File: src/rtl/proximity_alarm_pkg.sv
// prox_pkg: shared types and constants for the proximity alarm.
//   zone_e           - proximity zone encoding; larger value means nearer.
//   *_DEF            - default thresholds (cm) and timing (12 MHz clock cycles).
//   PHASE_W / WDOG_W - counter widths that hold the default periods and timeout.
//   SUM_W            - width of the 4-sample running sum.
package prox_pkg;

  typedef enum logic [1:0] {
    ZONE_CLEAR = 2'd0,
    ZONE_FAR   = 2'd1,
    ZONE_MID   = 2'd2,
    ZONE_NEAR  = 2'd3
  } zone_e;

  localparam int unsigned NEAR_CM_DEF     = 5;
  localparam int unsigned MID_CM_DEF      = 20;
  localparam int unsigned FAR_CM_DEF      = 50;
  localparam int unsigned HYST_CM_DEF     = 2;
  localparam int unsigned BEEP_ON_CYC_DEF = 600_000;
  localparam int unsigned MID_PERIOD_DEF  = 6_000_000;
  localparam int unsigned FAR_PERIOD_DEF  = 12_000_000;
  localparam int unsigned TIMEOUT_CYC_DEF = 3_000_000;

  // Phase counter only needs to reach PERIOD-1; the watchdog must hold the
  // timeout value itself because it saturates there.
  localparam int unsigned PHASE_W = $clog2(FAR_PERIOD_DEF);
  localparam int unsigned WDOG_W  = $clog2(TIMEOUT_CYC_DEF + 1);

  localparam int unsigned SUM_W = 18;

endpackage

File: src/rtl/proximity_alarm_if.sv
// proximity_alarm_if: measurement stream from the ultrasonic ranging stage.
//   sample_valid - single-cycle strobe, distance_cm valid on this cycle.
//   distance_cm  - measured range in cm.
// master: ranging stage (drives), slave: proximity_alarm (receives).
interface proximity_alarm_if;
  logic        sample_valid;
  logic [15:0] distance_cm;

  modport master (output sample_valid, output distance_cm);
  modport slave  (input  sample_valid, input  distance_cm);
endinterface

File: src/rtl/proximity_alarm_avg.sv
// moving_avg4: 4-sample moving average with fill tracking.
//   clk, rst_n - clock, asynchronous active-low reset.
//   i_valid    - accept i_data this cycle (wins over i_clr).
//   i_data     - sample in cm.
//   i_clr      - synchronous clear of samples, sum and fill counter.
//   o_avg      - running sum >> 2 (unfilled entries count as zero).
//   o_full     - high once four samples are held.
module moving_avg4
  import prox_pkg::*;
(
  input  logic        clk,
  input  logic        rst_n,
  input  logic        i_valid,
  input  logic [15:0] i_data,
  input  logic        i_clr,
  output logic [15:0] o_avg,
  output logic        o_full
);

  logic [3:0][15:0] r_smp;   // [0] newest, [3] oldest
  logic [SUM_W-1:0] r_sum;
  logic [2:0]       r_fill;
  logic             r_full;
  logic [SUM_W-1:0] w_sum_nxt;

  // Running sum: add the incoming sample, drop the one falling off the end.
  always_comb begin
    w_sum_nxt = r_sum + {2'b00, i_data} - {2'b00, r_smp[3]};
  end

  // Sample shift register, sum and saturating fill counter.
  always_ff @(posedge clk or negedge rst_n) begin
    if (!rst_n) begin
      r_smp  <= '0;
      r_sum  <= '0;
      r_fill <= 3'd0;
      r_full <= 1'b0;
    end else if (i_valid) begin
      r_smp  <= {r_smp[2:0], i_data};
      r_sum  <= w_sum_nxt;
      r_fill <= (r_fill == 3'd4) ? 3'd4 : r_fill + 3'd1;
      r_full <= (r_fill >= 3'd3);
    end else if (i_clr) begin
      r_smp  <= '0;
      r_sum  <= '0;
      r_fill <= 3'd0;
      r_full <= 1'b0;
    end
  end

  assign o_avg  = r_sum[SUM_W-1:2];
  assign o_full = r_full;

endmodule

File: src/rtl/proximity_alarm.sv
// proximity_alarm: smooths ranging samples, classifies them into proximity
// zones with hysteresis, drives a zone-dependent beep and watches for a
// stalled sensor.
//   clk, rst_n  - clock, asynchronous active-low reset.
//   i_smp       - measurement stream (sample_valid, distance_cm).
//   o_avg_cm    - 4-sample moving average in cm.
//   o_avg_valid - four samples collected since reset / last fault.
//   o_zone      - CLEAR=0, FAR=1, MID=2, NEAR=3.
//   o_buzzer    - buzzer drive.
//   o_fault     - sample watchdog expired.
module proximity_alarm
  import prox_pkg::*;
#(
  parameter int unsigned NEAR_CM     = NEAR_CM_DEF,
  parameter int unsigned MID_CM      = MID_CM_DEF,
  parameter int unsigned FAR_CM      = FAR_CM_DEF,
  parameter int unsigned HYST_CM     = HYST_CM_DEF,
  parameter int unsigned BEEP_ON_CYC = BEEP_ON_CYC_DEF,
  parameter int unsigned MID_PERIOD  = MID_PERIOD_DEF,
  parameter int unsigned FAR_PERIOD  = FAR_PERIOD_DEF,
  parameter int unsigned TIMEOUT_CYC = TIMEOUT_CYC_DEF
) (
  input  logic             clk,
  input  logic             rst_n,
  proximity_alarm_if.slave i_smp,
  output logic [15:0]      o_avg_cm,
  output logic             o_avg_valid,
  output logic [1:0]       o_zone,
  output logic             o_buzzer,
  output logic             o_fault
);

  localparam int unsigned PH_W = (MID_PERIOD > FAR_PERIOD) ? $clog2(MID_PERIOD)
                                                          : $clog2(FAR_PERIOD);
  localparam int unsigned WD_W = $clog2(TIMEOUT_CYC + 1);

  localparam logic [15:0]     NEAR_L   = 16'(NEAR_CM);
  localparam logic [15:0]     MID_L    = 16'(MID_CM);
  localparam logic [15:0]     FAR_L    = 16'(FAR_CM);
  localparam logic [16:0]     NEAR_LIM = 17'(NEAR_CM + HYST_CM);
  localparam logic [16:0]     MID_LIM  = 17'(MID_CM + HYST_CM);
  localparam logic [16:0]     FAR_LIM  = 17'(FAR_CM + HYST_CM);
  localparam logic [PH_W-1:0] ON_L     = PH_W'(BEEP_ON_CYC);
  localparam logic [PH_W-1:0] MID_LAST = PH_W'(MID_PERIOD - 1);
  localparam logic [PH_W-1:0] FAR_LAST = PH_W'(FAR_PERIOD - 1);
  localparam logic [WD_W-1:0] WD_LAST  = WD_W'(TIMEOUT_CYC - 1);
  localparam logic [WD_W-1:0] WD_MAX   = WD_W'(TIMEOUT_CYC);

  logic            w_sv;
  logic [15:0]     w_avg;
  logic            w_full;
  logic            w_expire;
  zone_e           w_raw;
  zone_e           w_zone_nxt;
  logic [16:0]     w_lim;
  logic [PH_W-1:0] w_ph_last;
  logic            w_beeping;
  logic            w_buz_nxt;

  zone_e           r_zone;
  logic            r_acc;
  logic [PH_W-1:0] r_phase;
  logic            r_buz;
  logic [WD_W-1:0] r_wdog;
  logic            r_fault;

  assign w_sv = i_smp.sample_valid;

  // A sample on the expiry cycle keeps the watchdog from firing.
  assign w_expire = !w_sv && (r_wdog == WD_LAST);

  moving_avg4 u_avg (
    .clk     (clk),
    .rst_n   (rst_n),
    .i_valid (w_sv),
    .i_data  (i_smp.distance_cm),
    .i_clr   (w_expire),
    .o_avg   (w_avg),
    .o_full  (w_full)
  );

  // Watchdog counts cycles since the last sample, the sample cycle itself
  // included, so reaching TIMEOUT_CYC lines up with fault rising.
  always_ff @(posedge clk or negedge rst_n) begin
    if (!rst_n) begin
      r_wdog  <= '0;
      r_fault <= 1'b0;
      r_acc   <= 1'b0;
    end else begin
      r_acc <= w_sv;
      if (w_sv) begin
        r_wdog  <= WD_W'(1);
        r_fault <= 1'b0;
      end else begin
        if (r_wdog != WD_MAX) begin
          r_wdog <= r_wdog + WD_W'(1);
        end
        if (w_expire) begin
          r_fault <= 1'b1;
        end
      end
    end
  end

  // Raw zone straight from the averaged range.
  always_comb begin
    w_raw = ZONE_CLEAR;
    if (w_avg <= NEAR_L) begin
      w_raw = ZONE_NEAR;
    end else if (w_avg <= MID_L) begin
      w_raw = ZONE_MID;
    end else if (w_avg <= FAR_L) begin
      w_raw = ZONE_FAR;
    end else begin
      w_raw = ZONE_CLEAR;
    end
  end

  // Bound of the current zone plus hysteresis; CLEAR has nothing farther.
  always_comb begin
    w_lim = 17'h1FFFF;
    case (r_zone)
      ZONE_NEAR: w_lim = NEAR_LIM;
      ZONE_MID:  w_lim = MID_LIM;
      ZONE_FAR:  w_lim = FAR_LIM;
      default:   w_lim = 17'h1FFFF;
    endcase
  end

  // Zone next-state: nearer moves are immediate, farther moves need margin.
  always_comb begin
    w_zone_nxt = r_zone;
    if (w_expire) begin
      w_zone_nxt = ZONE_CLEAR;
    end else if (r_acc && w_full) begin
      if (w_raw > r_zone) begin
        w_zone_nxt = w_raw;
      end else if ((w_raw < r_zone) && ({1'b0, w_avg} > w_lim)) begin
        w_zone_nxt = w_raw;
      end else begin
        w_zone_nxt = r_zone;
      end
    end else begin
      w_zone_nxt = r_zone;
    end
  end

  // Zone state register.
  always_ff @(posedge clk or negedge rst_n) begin
    if (!rst_n) begin
      r_zone <= ZONE_CLEAR;
    end else begin
      r_zone <= w_zone_nxt;
    end
  end

  // Beep period selection for the current zone.
  always_comb begin
    w_ph_last = '0;
    w_beeping = 1'b0;
    case (r_zone)
      ZONE_MID: begin
        w_ph_last = MID_LAST;
        w_beeping = 1'b1;
      end
      ZONE_FAR: begin
        w_ph_last = FAR_LAST;
        w_beeping = 1'b1;
      end
      default: begin
        w_ph_last = '0;
        w_beeping = 1'b0;
      end
    endcase
  end

  // Buzzer level for the next cycle; expiry silences it at once.
  always_comb begin
    w_buz_nxt = 1'b0;
    if (w_expire) begin
      w_buz_nxt = 1'b0;
    end else begin
      case (r_zone)
        ZONE_NEAR: w_buz_nxt = 1'b1;
        ZONE_MID:  w_buz_nxt = (r_phase < ON_L);
        ZONE_FAR:  w_buz_nxt = (r_phase < ON_L);
        default:   w_buz_nxt = 1'b0;
      endcase
    end
  end

  // Phase counter restarts on every zone change so a new beeping zone
  // opens with an on-phase; buzzer output register.
  always_ff @(posedge clk or negedge rst_n) begin
    if (!rst_n) begin
      r_phase <= '0;
      r_buz   <= 1'b0;
    end else begin
      r_buz <= w_buz_nxt;
      if (w_zone_nxt != r_zone) begin
        r_phase <= '0;
      end else if (w_beeping && (r_phase != w_ph_last)) begin
        r_phase <= r_phase + PH_W'(1);
      end else begin
        r_phase <= '0;
      end
    end
  end

  assign o_avg_cm    = w_avg;
  assign o_avg_valid = w_full;
  assign o_zone      = r_zone;
  assign o_buzzer    = r_buz;
  assign o_fault     = r_fault;

endmodule

File: src/flat_wrapper.sv
// flat-port wrapper written by rule: the top's interface ports become plain ports
module proximity_alarm_flat import prox_pkg::*;
#(
  parameter int unsigned NEAR_CM     = NEAR_CM_DEF,
  parameter int unsigned MID_CM      = MID_CM_DEF,
  parameter int unsigned FAR_CM      = FAR_CM_DEF,
  parameter int unsigned HYST_CM     = HYST_CM_DEF,
  parameter int unsigned BEEP_ON_CYC = BEEP_ON_CYC_DEF,
  parameter int unsigned MID_PERIOD  = MID_PERIOD_DEF,
  parameter int unsigned FAR_PERIOD  = FAR_PERIOD_DEF,
  parameter int unsigned TIMEOUT_CYC = TIMEOUT_CYC_DEF
)
  (clk, rst_n, o_avg_cm, o_avg_valid, o_zone, o_buzzer, o_fault, i_smp_sample_valid, i_smp_distance_cm);
  proximity_alarm_if i_smp_i ();
  input  logic clk;
  input  logic rst_n;
  output logic [15:0] o_avg_cm;
  output logic o_avg_valid;
  output logic [1:0] o_zone;
  output logic o_buzzer;
  output logic o_fault;
  input wire logic [$bits(i_smp_i.sample_valid)-1:0] i_smp_sample_valid;
  input wire logic [$bits(i_smp_i.distance_cm)-1:0] i_smp_distance_cm;
  assign i_smp_i.sample_valid = i_smp_sample_valid;
  assign i_smp_i.distance_cm = i_smp_distance_cm;
  proximity_alarm #(.NEAR_CM(NEAR_CM), .MID_CM(MID_CM), .FAR_CM(FAR_CM), .HYST_CM(HYST_CM), .BEEP_ON_CYC(BEEP_ON_CYC), .MID_PERIOD(MID_PERIOD), .FAR_PERIOD(FAR_PERIOD), .TIMEOUT_CYC(TIMEOUT_CYC)) u_core (.clk(clk), .rst_n(rst_n), .i_smp(i_smp_i), .o_avg_cm(o_avg_cm), .o_avg_valid(o_avg_valid), .o_zone(o_zone), .o_buzzer(o_buzzer), .o_fault(o_fault));
endmodule
File: config.mk
export PLATFORM = sky130hd
export DESIGN_NAME = proximity_alarm_flat
export DESIGN_NICKNAME = d
export VERILOG_FILES = /design/src/rtl/proximity_alarm_pkg.sv /design/src/rtl/proximity_alarm_if.sv /design/src/rtl/proximity_alarm_avg.sv /design/src/rtl/proximity_alarm.sv /design/src/flat_wrapper.sv
export SDC_FILE = /design/constraint.sdc
export NUM_CORES = 1
export LEC_CHECK = 0
export ABC_AREA = 1
export BUFFER_PORTS_ARGS = -buffer_cell sky130_fd_sc_hd__buf_2
export CAP_MARGIN = 5
export CORE_UTILIZATION = 30
export CTS_BUF_LIST = sky130_fd_sc_hd__clkbuf_2
export DETAILED_ROUTE_END_ITERATION = 6
export PLACE_DENSITY = 0.52
export SKIP_LAST_GASP = 1
export SYNTH_ARGS = -nofsm -noshare
export SYNTH_HDL_FRONTEND = slang
export SYNTH_HIERARCHICAL = 1
export SYNTH_SLANG_ARGS = --single-unit
export TNS_END_PERCENT = 5
File: constraint.sdc
create_clock -name clk -period 2.6 [get_ports clk]
set_input_delay 0.26 -clock clk [delete_from_list [all_inputs] [get_ports clk]]
set_output_delay 0.26 -clock clk [all_outputs]
set_load 0.05 [all_outputs]
==> flow_metrics.env, run 1 <==
export IMPL_cp_end_kind="flip-flop"
export IMPL_p_leak_nw=4.81
export IMPL_io_buffers=39
export IMPL_setup_ws_ps=110
export IMPL_grtUsageTotal=0.145
export IMPL_r2r_slack_ps=110
export IMPL_grt_antenna_before_repair=1
export IMPL_highest_layer="met4"
export IMPL_die_h_um=171
export IMPL_post_dp_hpwl_um=14400
export IMPL_synth_ff_type="dfrtp_1"
export IMPL_async_reset_ff_frac=1.00
export IMPL_max_freq_mhz=402
export IMPL_cts_tree="yes"
export IMPL_yosys_top_cells_area="dfrtp_1 40%, nand2_1 9.0%, inv_1 8.6%, ha_1 7.0%, o22ai_1 3.9%"
export IMPL_maxCapViolCount=0
export IMPL_yosysWarnings=6
export IMPL_insertion_delay_ps=730
export IMPL_setup_viol=0
export IMPL_detail_route_first_pass_iterations=5
export IMPL_nets=1229
export IMPL_netlist_area_um2=8550
export IMPL_cts_inserted_buffers=17
export IMPL_dr_first_iter_drc_count=560
export IMPL_synth_seq_cells=137
export IMPL_fin_skew_ps=59.9
export IMPL_met3_length_um=624
export IMPL_pin_count=40
export IMPL_syn_instance_count=1076
export IMPL_yosysMostFrequentCell="nand2_1"
export IMPL_dr_total_vias=6999
export IMPL_cts_max_path_buffers=2
export IMPL_slew_violations=0
export IMPL_timing_final_hold_violations=0
export IMPL_grt_pass1_vias=6696
export IMPL_dieArea_um2=29200
export IMPL_rows=61
export IMPL_grt_first_pass_wirelength_um=33400
export IMPL_yosys_top_cells_count="204 x nand2_1, 195 x inv_1, 137 x dfrtp_1"
export IMPL_globalRouteOverflowTotal=0
export IMPL_hp_class="in2reg"
export IMPL_crit_path_start_kind="flip-flop"
export IMPL_fin_crit_sh=0.958
export IMPL_synth_avg_cell_area_um2=7.95
export IMPL_synth_top_area_cell="dfrtp_1"
export IMPL_clkSlewWorstSetupHoldPaths_ps=230
export IMPL_yosysTopAreaCellShare=0.401
export IMPL_synth_edff_count=0
export IMPL_viasPerCell=4.55
export IMPL_ys_types=48
export IMPL_syn_nets=1159
export IMPL_place_ws_ps=-56.0
export IMPL_crit_arrival_ps=3100
export IMPL_grt_max_degree=71
export IMPL_slew_headroom=0.483
export IMPL_place_congestion=0.880
export IMPL_critPathMaxFanout=7
export IMPL_ir_drop_v=0.000353
export IMPL_die_w_um=171
export IMPL_tightest_slew_ps=776
export IMPL_ant_nets=0
export IMPL_path_class="reg2reg"
export IMPL_synth_seq_area_share=0.401
export IMPL_coreArea_um2=27900
export IMPL_outcome="complete, no violations"
export IMPL_power_density_nw_per_um2=1060
export IMPL_wl_um=19900
export IMPL_wl_met1_um=9790
export IMPL_dpl_instance_area_um2=9270
export IMPL_fin_crit_ps=2490
export IMPL_clock_sinks=137
export IMPL_syn2layout_area_growth_pct=14.9
export IMPL_wl_per_cell_um=12.9
export IMPL_clock_root_buffer="clkbuf_2"
export IMPL_design_area_um2=9820
export IMPL_cp_required_ps=3210
export IMPL_htreeDepth=4
export IMPL_wl_met2_um=9230
export IMPL_start_util=0.306
export IMPL_drc=0
export IMPL_drive_gt1_frac=0.174
export IMPL_rsz0062_at_grt="true"
-- metrics by stage --
stage | utilization | hold slack [ps] | power (mW) | instances | setup TNS (ps)
2_1_floorplan | - | -35.6 | 7.41 | 1076 | 0
3_3_place_gp | 0.332 | 216 | 8.83 | 1482 | 0
3_5_place_dp | 0.332 | 224 | 8.89 | 1482 | -438
4_1_cts | 0.349 | 281 | 10.4 | 1533 | 0
5_1_grt | 0.352 | 284 | 11.5 | 1537 | -1090
6_report | 0.352 | 360 | 10.4 | 1537 | 0
-- path summary, 6_finish.rpt --
path / from / end / cells after the start
setup / recovery: u_core/o_zone[0]$_DFF_PN0_ / u_core/r_phase[17]$_DFF_PN0_ / 17
hold / removal: i_smp_distance_cm[0] / u_core/u_avg/r_smp[0]$_DFFE_PN0P_ / 4
setup reg to reg: u_core/o_zone[0]$_DFF_PN0_ / u_core/r_phase[17]$_DFF_PN0_ / 17
hold reg to reg: u_core/u_avg/r_smp[44]$_DFFE_PN0P_ / u_core/u_avg/r_smp[60]$_DFFE_PN0P_ / 2
max in group asynchronous: rst_n / u_core/r_wdog[16]$_DFFE_PN0P_ / 4
min in group asynchronous: rst_n / u_core/u_avg/r_fill[2]$_DFFE_PN0P_ / 3
-- worst max-delay path, stage by stage (launching register included) --
cell and delay [ps]:
dfrtp_2 460, buf_4 170, ha_1 230, ha_4 280
nand2_2 60, nor3_1 180, nand3_1 90, nand3_1 100
nand2_2 80, nand2_2 90, nand2_1 70, nand2_1 70
nand3_2 70, nand2_1 90, nand2_2 60, nand2_4 100
buf_8 140, nor2_2 40
-- cells in the final DEF, fill, tap and decap left out, types with 3 or more instances in the layout --
| master | instances |
|---|---|
| a21oi_1 | 45 |
| a21oi_2 | 5 |
| o22ai_1 | 53 |
| nor3_1 | 15 |
| clkinv_1 | 6 |
| nor3_2 | 3 |
| a211oi_1 | 3 |
| ha_1 | 45 |
| nand3_1 | 60 |
| nor2_2 | 33 |
| bufinv_16 | 3 |
| nand3b_1 | 9 |
| dlygate4sd3_1 | 19 |
| nor2_4 | 3 |
| buf_12 | 6 |
| buf_4 | 26 |
| nand3_2 | 8 |
| or2_2 | 4 |
| nand4_1 | 12 |
| o21ai_1 | 4 |
| xnor2_1 | 5 |
| buf_2 | 38 |
| nand2_1 | 201 |
| nand2_2 | 11 |
| nor4_1 | 7 |
| inv_2 | 17 |
| dfrtp_2 | 5 |
| fa_1 | 16 |
| dfrtp_1 | 132 |
| nor2_1 | 66 |
| inv_1 | 193 |
| o21ai_0 | 52 |
| clkbuf_2 | 17 |
-- report_power, final --
group	internal, mW	switching [mW]	total, mW
logic	2.30	4.08	6.38
clock network	0.520	0.843	1.36
registers	2.48	0.210	2.69
total	5.30	5.13	10.4
-- cells by family (layout without fill, tap and decap cells) --
family	Yosys count	in the layout	synth area share
other	0	1	0
and+or+nand+nor	445	445	0.248
xor gates and xnor gates	5	5	0.00512
adders and majority gates	64	64	0.108
buffers and inverters	253	335	0.122
AOI/OAI and AO/OA	172	172	0.116
DFF	137	137	0.401
-- state kept, by name, summed over array words and instances (netlist names) --
signal / count
u_core/r_phase: 24
u_core/r_wdog: 22
u_core/u_avg/r_fill: 3
u_core/o_buzzer: 1
u_core/u_avg/r_sum: 18
u_core/u_avg/o_full: 1
u_core/r_acc: 1
u_core/o_zone: 2
u_core/o_fault: 1
u_core/u_avg/r_smp: 64
-- final cells by class --
| class | instances | area (um2) |
|---|---|---|
| diodes | 1 | 2.50 |
| multi-input cells | 686 | 4150 |
| clock inverters | 14 | 156 |
| fillers | 2990 | 18100 |
| well taps | 378 | 473 |
| inverters | 213 | 802 |
| flip-flops and latches | 137 | 3430 |
| repair buffers | 91 | 722 |
| clock buffers | 17 | 85.1 |
-- layer usage --
layer,up-vias,track usage
met3,16,0.0261
met5,-,0
met4,0,0.0408
met1,3286,0.199
met2,117,0.232
li1,3580,-
-- timing repair --
action / 4_1_cts / 5_1_grt
resized for setup: 4 / 20
hold buffers: 20 / 0
pin swaps: 0 / 3
buffers inserted: 0 / 3
endpoints found under the hold margin: 169 / 0
endpoints found under the setup margin: 24 / 28
(Power assumes the default switching activity.)
==> run 2: changes to the inputs <==
--- a/config.mk
+++ b/config.mk
@@ -12,6 +12,7 @@
 export CTS_BUF_LIST = sky130_fd_sc_hd__clkbuf_2
 export DETAILED_ROUTE_END_ITERATION = 6
 export PLACE_DENSITY = 0.52
+export REMOVE_ABC_BUFFERS = 1
 export SKIP_LAST_GASP = 1
 export SYNTH_ARGS = -nofsm -noshare
 export SYNTH_HDL_FRONTEND = slang
==> flow_metrics.env, run 2 (same netlist as run 1, synthesis figures left out) <==
export IMPL_clkSlewWorstSetupHoldPaths_ps=220
export IMPL_crit_path_start="u_core/u_avg/r_sum[3]$_DFFE_PN0P_"
export IMPL_place_congestion=0.875
export IMPL_layout_common_cells="200 x nand2_1, 193 x inv_1, 136 x dfrtp_1"
export IMPL_cts_max_path_buffers=2
export IMPL_grt_first_pass_wirelength_um=34300
export IMPL_globalRouteOverflowTotal=0
export IMPL_design_area_um2=9880
export IMPL_die_h_um=171
export IMPL_busiest_layer="met2"
export IMPL_viasPerCell=4.56
export IMPL_slew_violations=0
export IMPL_syn2layout_area_growth_pct=15.5
export IMPL_p_clk_frac=0.134
export IMPL_drive_gt1_frac=0.181
export IMPL_fin_skew_ps=50.7
export IMPL_rows=61
export IMPL_hold_slack_ps=63.2
export IMPL_power_switching_mw=5.25
export IMPL_nets=1230
export IMPL_dr_first_iter_drc_count=314
export IMPL_nFillCells=3029
export IMPL_fin_crit_sh=0.949
export IMPL_hp_class="in2async"
export IMPL_combPwrFrac=0.614
export IMPL_path_class="reg2reg"
export IMPL_grt_pass1_vias=6985
export IMPL_cp_required_ps=3200
export IMPL_met3_usage=0.0257
export IMPL_switching_share=0.493
export IMPL_cts_inserted_buffers=17
export IMPL_r2r_start="u_core/u_avg/r_sum[3]$_DFFE_PN0P_"
export IMPL_ant_nets=0
export IMPL_fin_crit_ps=2470
export IMPL_max_freq_mhz=405
export IMPL_critPathBufInv=2
export IMPL_clock_root_buffer="clkbuf_2"
export IMPL_regMostFlops="u_core/u_avg/r_smp"
export IMPL_final_common_cell="nand2_1"
export IMPL_rsz0062_at_grt="true"
export IMPL_cpMaxStageDelayCell="dfrtp_1"
export IMPL_critPathMaxFanout=13
export IMPL_ir_drop_v=0.000565
export IMPL_seqPwrFrac=0.252
export IMPL_largestRegisters="u_core/u_avg/r_smp (64), u_core/r_phase (24), u_core/r_wdog (22)"
export IMPL_start_util=0.306
export IMPL_detail_route_first_pass_iterations=5
export IMPL_p_leak_nw=4.81
export IMPL_crit_arrival_ps=3070
export IMPL_crit_path_cell_trace="nor2_1 > nand3_1 > nand3b_1 > nand4_4 > a21oi_4 > ha_1 > o21bai_1 > nor2_1 > nand2_1 > nand2_2 > nand3_1 > nand2_1 > nand2_1 > nand2_1 > inv_2 > nand2_4 > buf_12 > nor2_2"
export IMPL_crit_top_cell="nand2_1"
export IMPL_dieArea_um2=29200
export IMPL_grt_antenna_before_repair=1
export IMPL_maxCapViolCount=0
export IMPL_dpl_instance_area_um2=9270
export IMPL_htreeDepth=4
export IMPL_timing_final_hold_violations=0
export IMPL_setup_viol=0
export IMPL_io_buffers=39
export IMPL_insertion_delay_ps=730
export IMPL_coreArea_um2=27900
export IMPL_cp_end_kind="flip-flop"
export IMPL_power_density_nw_per_um2=1080
export IMPL_pin_count=40
export IMPL_crit_family="simple AND/OR/NAND/NOR gates"
export IMPL_p_int_mw=5.40
export IMPL_tightest_slew_ps=794
export IMPL_largest_reg_flops=64
export IMPL_wl_um=20000
export IMPL_dp_cells=1483
export IMPL_outcome="complete, no violations"
export IMPL_slew_headroom=0.466
export IMPL_post_dp_hpwl_um=14600
export IMPL_crit_path_start_kind="flip-flop"
export IMPL_grtUsageTotal=0.148
export IMPL_final_cells=1538
export IMPL_grt_max_degree=70
export IMPL_cpPeakStageDelay_ps=500
export IMPL_drc=0
export IMPL_clock_sinks=137
export IMPL_die_w_um=171
export IMPL_use_met2=0.234
export IMPL_cts_tree="yes"
export IMPL_dr_total_vias=7013
export IMPL_p_total_mw=10.6
export IMPL_met1_usage=0.202
export IMPL_wl_per_cell_um=13.0
==> run 2: cell types whose count changed in the layout (fill, tap and decap cells not counted), sizes merged <==
cell / change
a31oi: +1
bufinv: +1
clkinv: -3
clkinvlp: +2
==> run 2: repair_timing <==
item | in CTS | in global routing
gates resized for setup | 1 | 32
pin swaps | 0 | 6
hold endpoints to repair | 153 | 0
buffers inserted | 0 | 3
cloned | 0 | 1
hold buffers | 19 | 0
setup endpoints to repair | 14 | 36
==> run 2: routing by layer <==
layer,part of all wire,vias to the layer above
met2,0.45,110
met5,0,-
li1,-,3593
met3,0.031,15
met1,0.50,3295
met4,0.012,0
==> run 2: power by group through the flow <==
| stage | clock network (mW) | registers (mW) | logic [mW] |
|---|---|---|---|
| final | 1.43 | 2.68 | 6.53 |
| after global routing | 1.61 | 2.73 | 7.39 |
| after CTS | 1.51 | 2.69 | 6.26 |
| after detailed placement | 0 | 2.73 | 6.20 |
| after global placement | 0 | 2.73 | 6.17 |
| after floorplan | 0 | 3.31 | 3.80 |
==> run 2: per-stage QoR <==
step	setup WS, ps	util	setup TNS, ps
final	132	0.354	0
after global routing	-41.8	0.354	-471
after CTS	6.44	0.348	0
after detailed placement	-1.49	0.332	-1.49
after global placement	94.1	0.332	0
after floorplan	-264	-	-5870
==> run 2: final timing paths <==
check,cells past startpoint,end,slack (ps)
worst max register to register,18,u_core/r_phase[14]$_DFF_PN0_,130
worst max-delay path,18,u_core/r_phase[14]$_DFF_PN0_,130
max in group asynchronous,3,u_core/u_avg/r_sum[5]$_DFFE_PN0P_,1810
min in group clk,4,u_core/u_avg/r_smp[12]$_DFFE_PN0P_,360
worst min-delay path,2,u_core/u_avg/r_smp[9]$_DFFE_PN0P_,60
worst min register to register,2,u_core/u_avg/r_smp[45]$_DFFE_PN0P_,500
==> run 2: final cells by class <==
cell class	count	area (um2)	share of cell area
diodes	1	2.50	0.000253
clock buffers	17	85.1	0.00861
clock inverters	14	180	0.0182
inverters	213	802	0.0812
multi-input cells	687	4200	0.426
flip-flops and latches	137	3430	0.347
well taps	378	473	0.0479
repair buffers	91	702	0.0711
==> run 2: worst register-to-register path, stage by stage, from the launching register on <==
cell	delay, ps
dfrtp_1	500
nor2_1	150
nand3_1	80
nand3b_1	130
nand4_4	120
a21oi_4	210
ha_1	170
o21bai_1	90
nor2_1	110
nand2_1	90
nand2_2	100
nand3_1	90
nand2_1	90
nand2_1	60
nand2_1	70
inv_2	40
nand2_4	80
buf_12	160
nor2_2	40
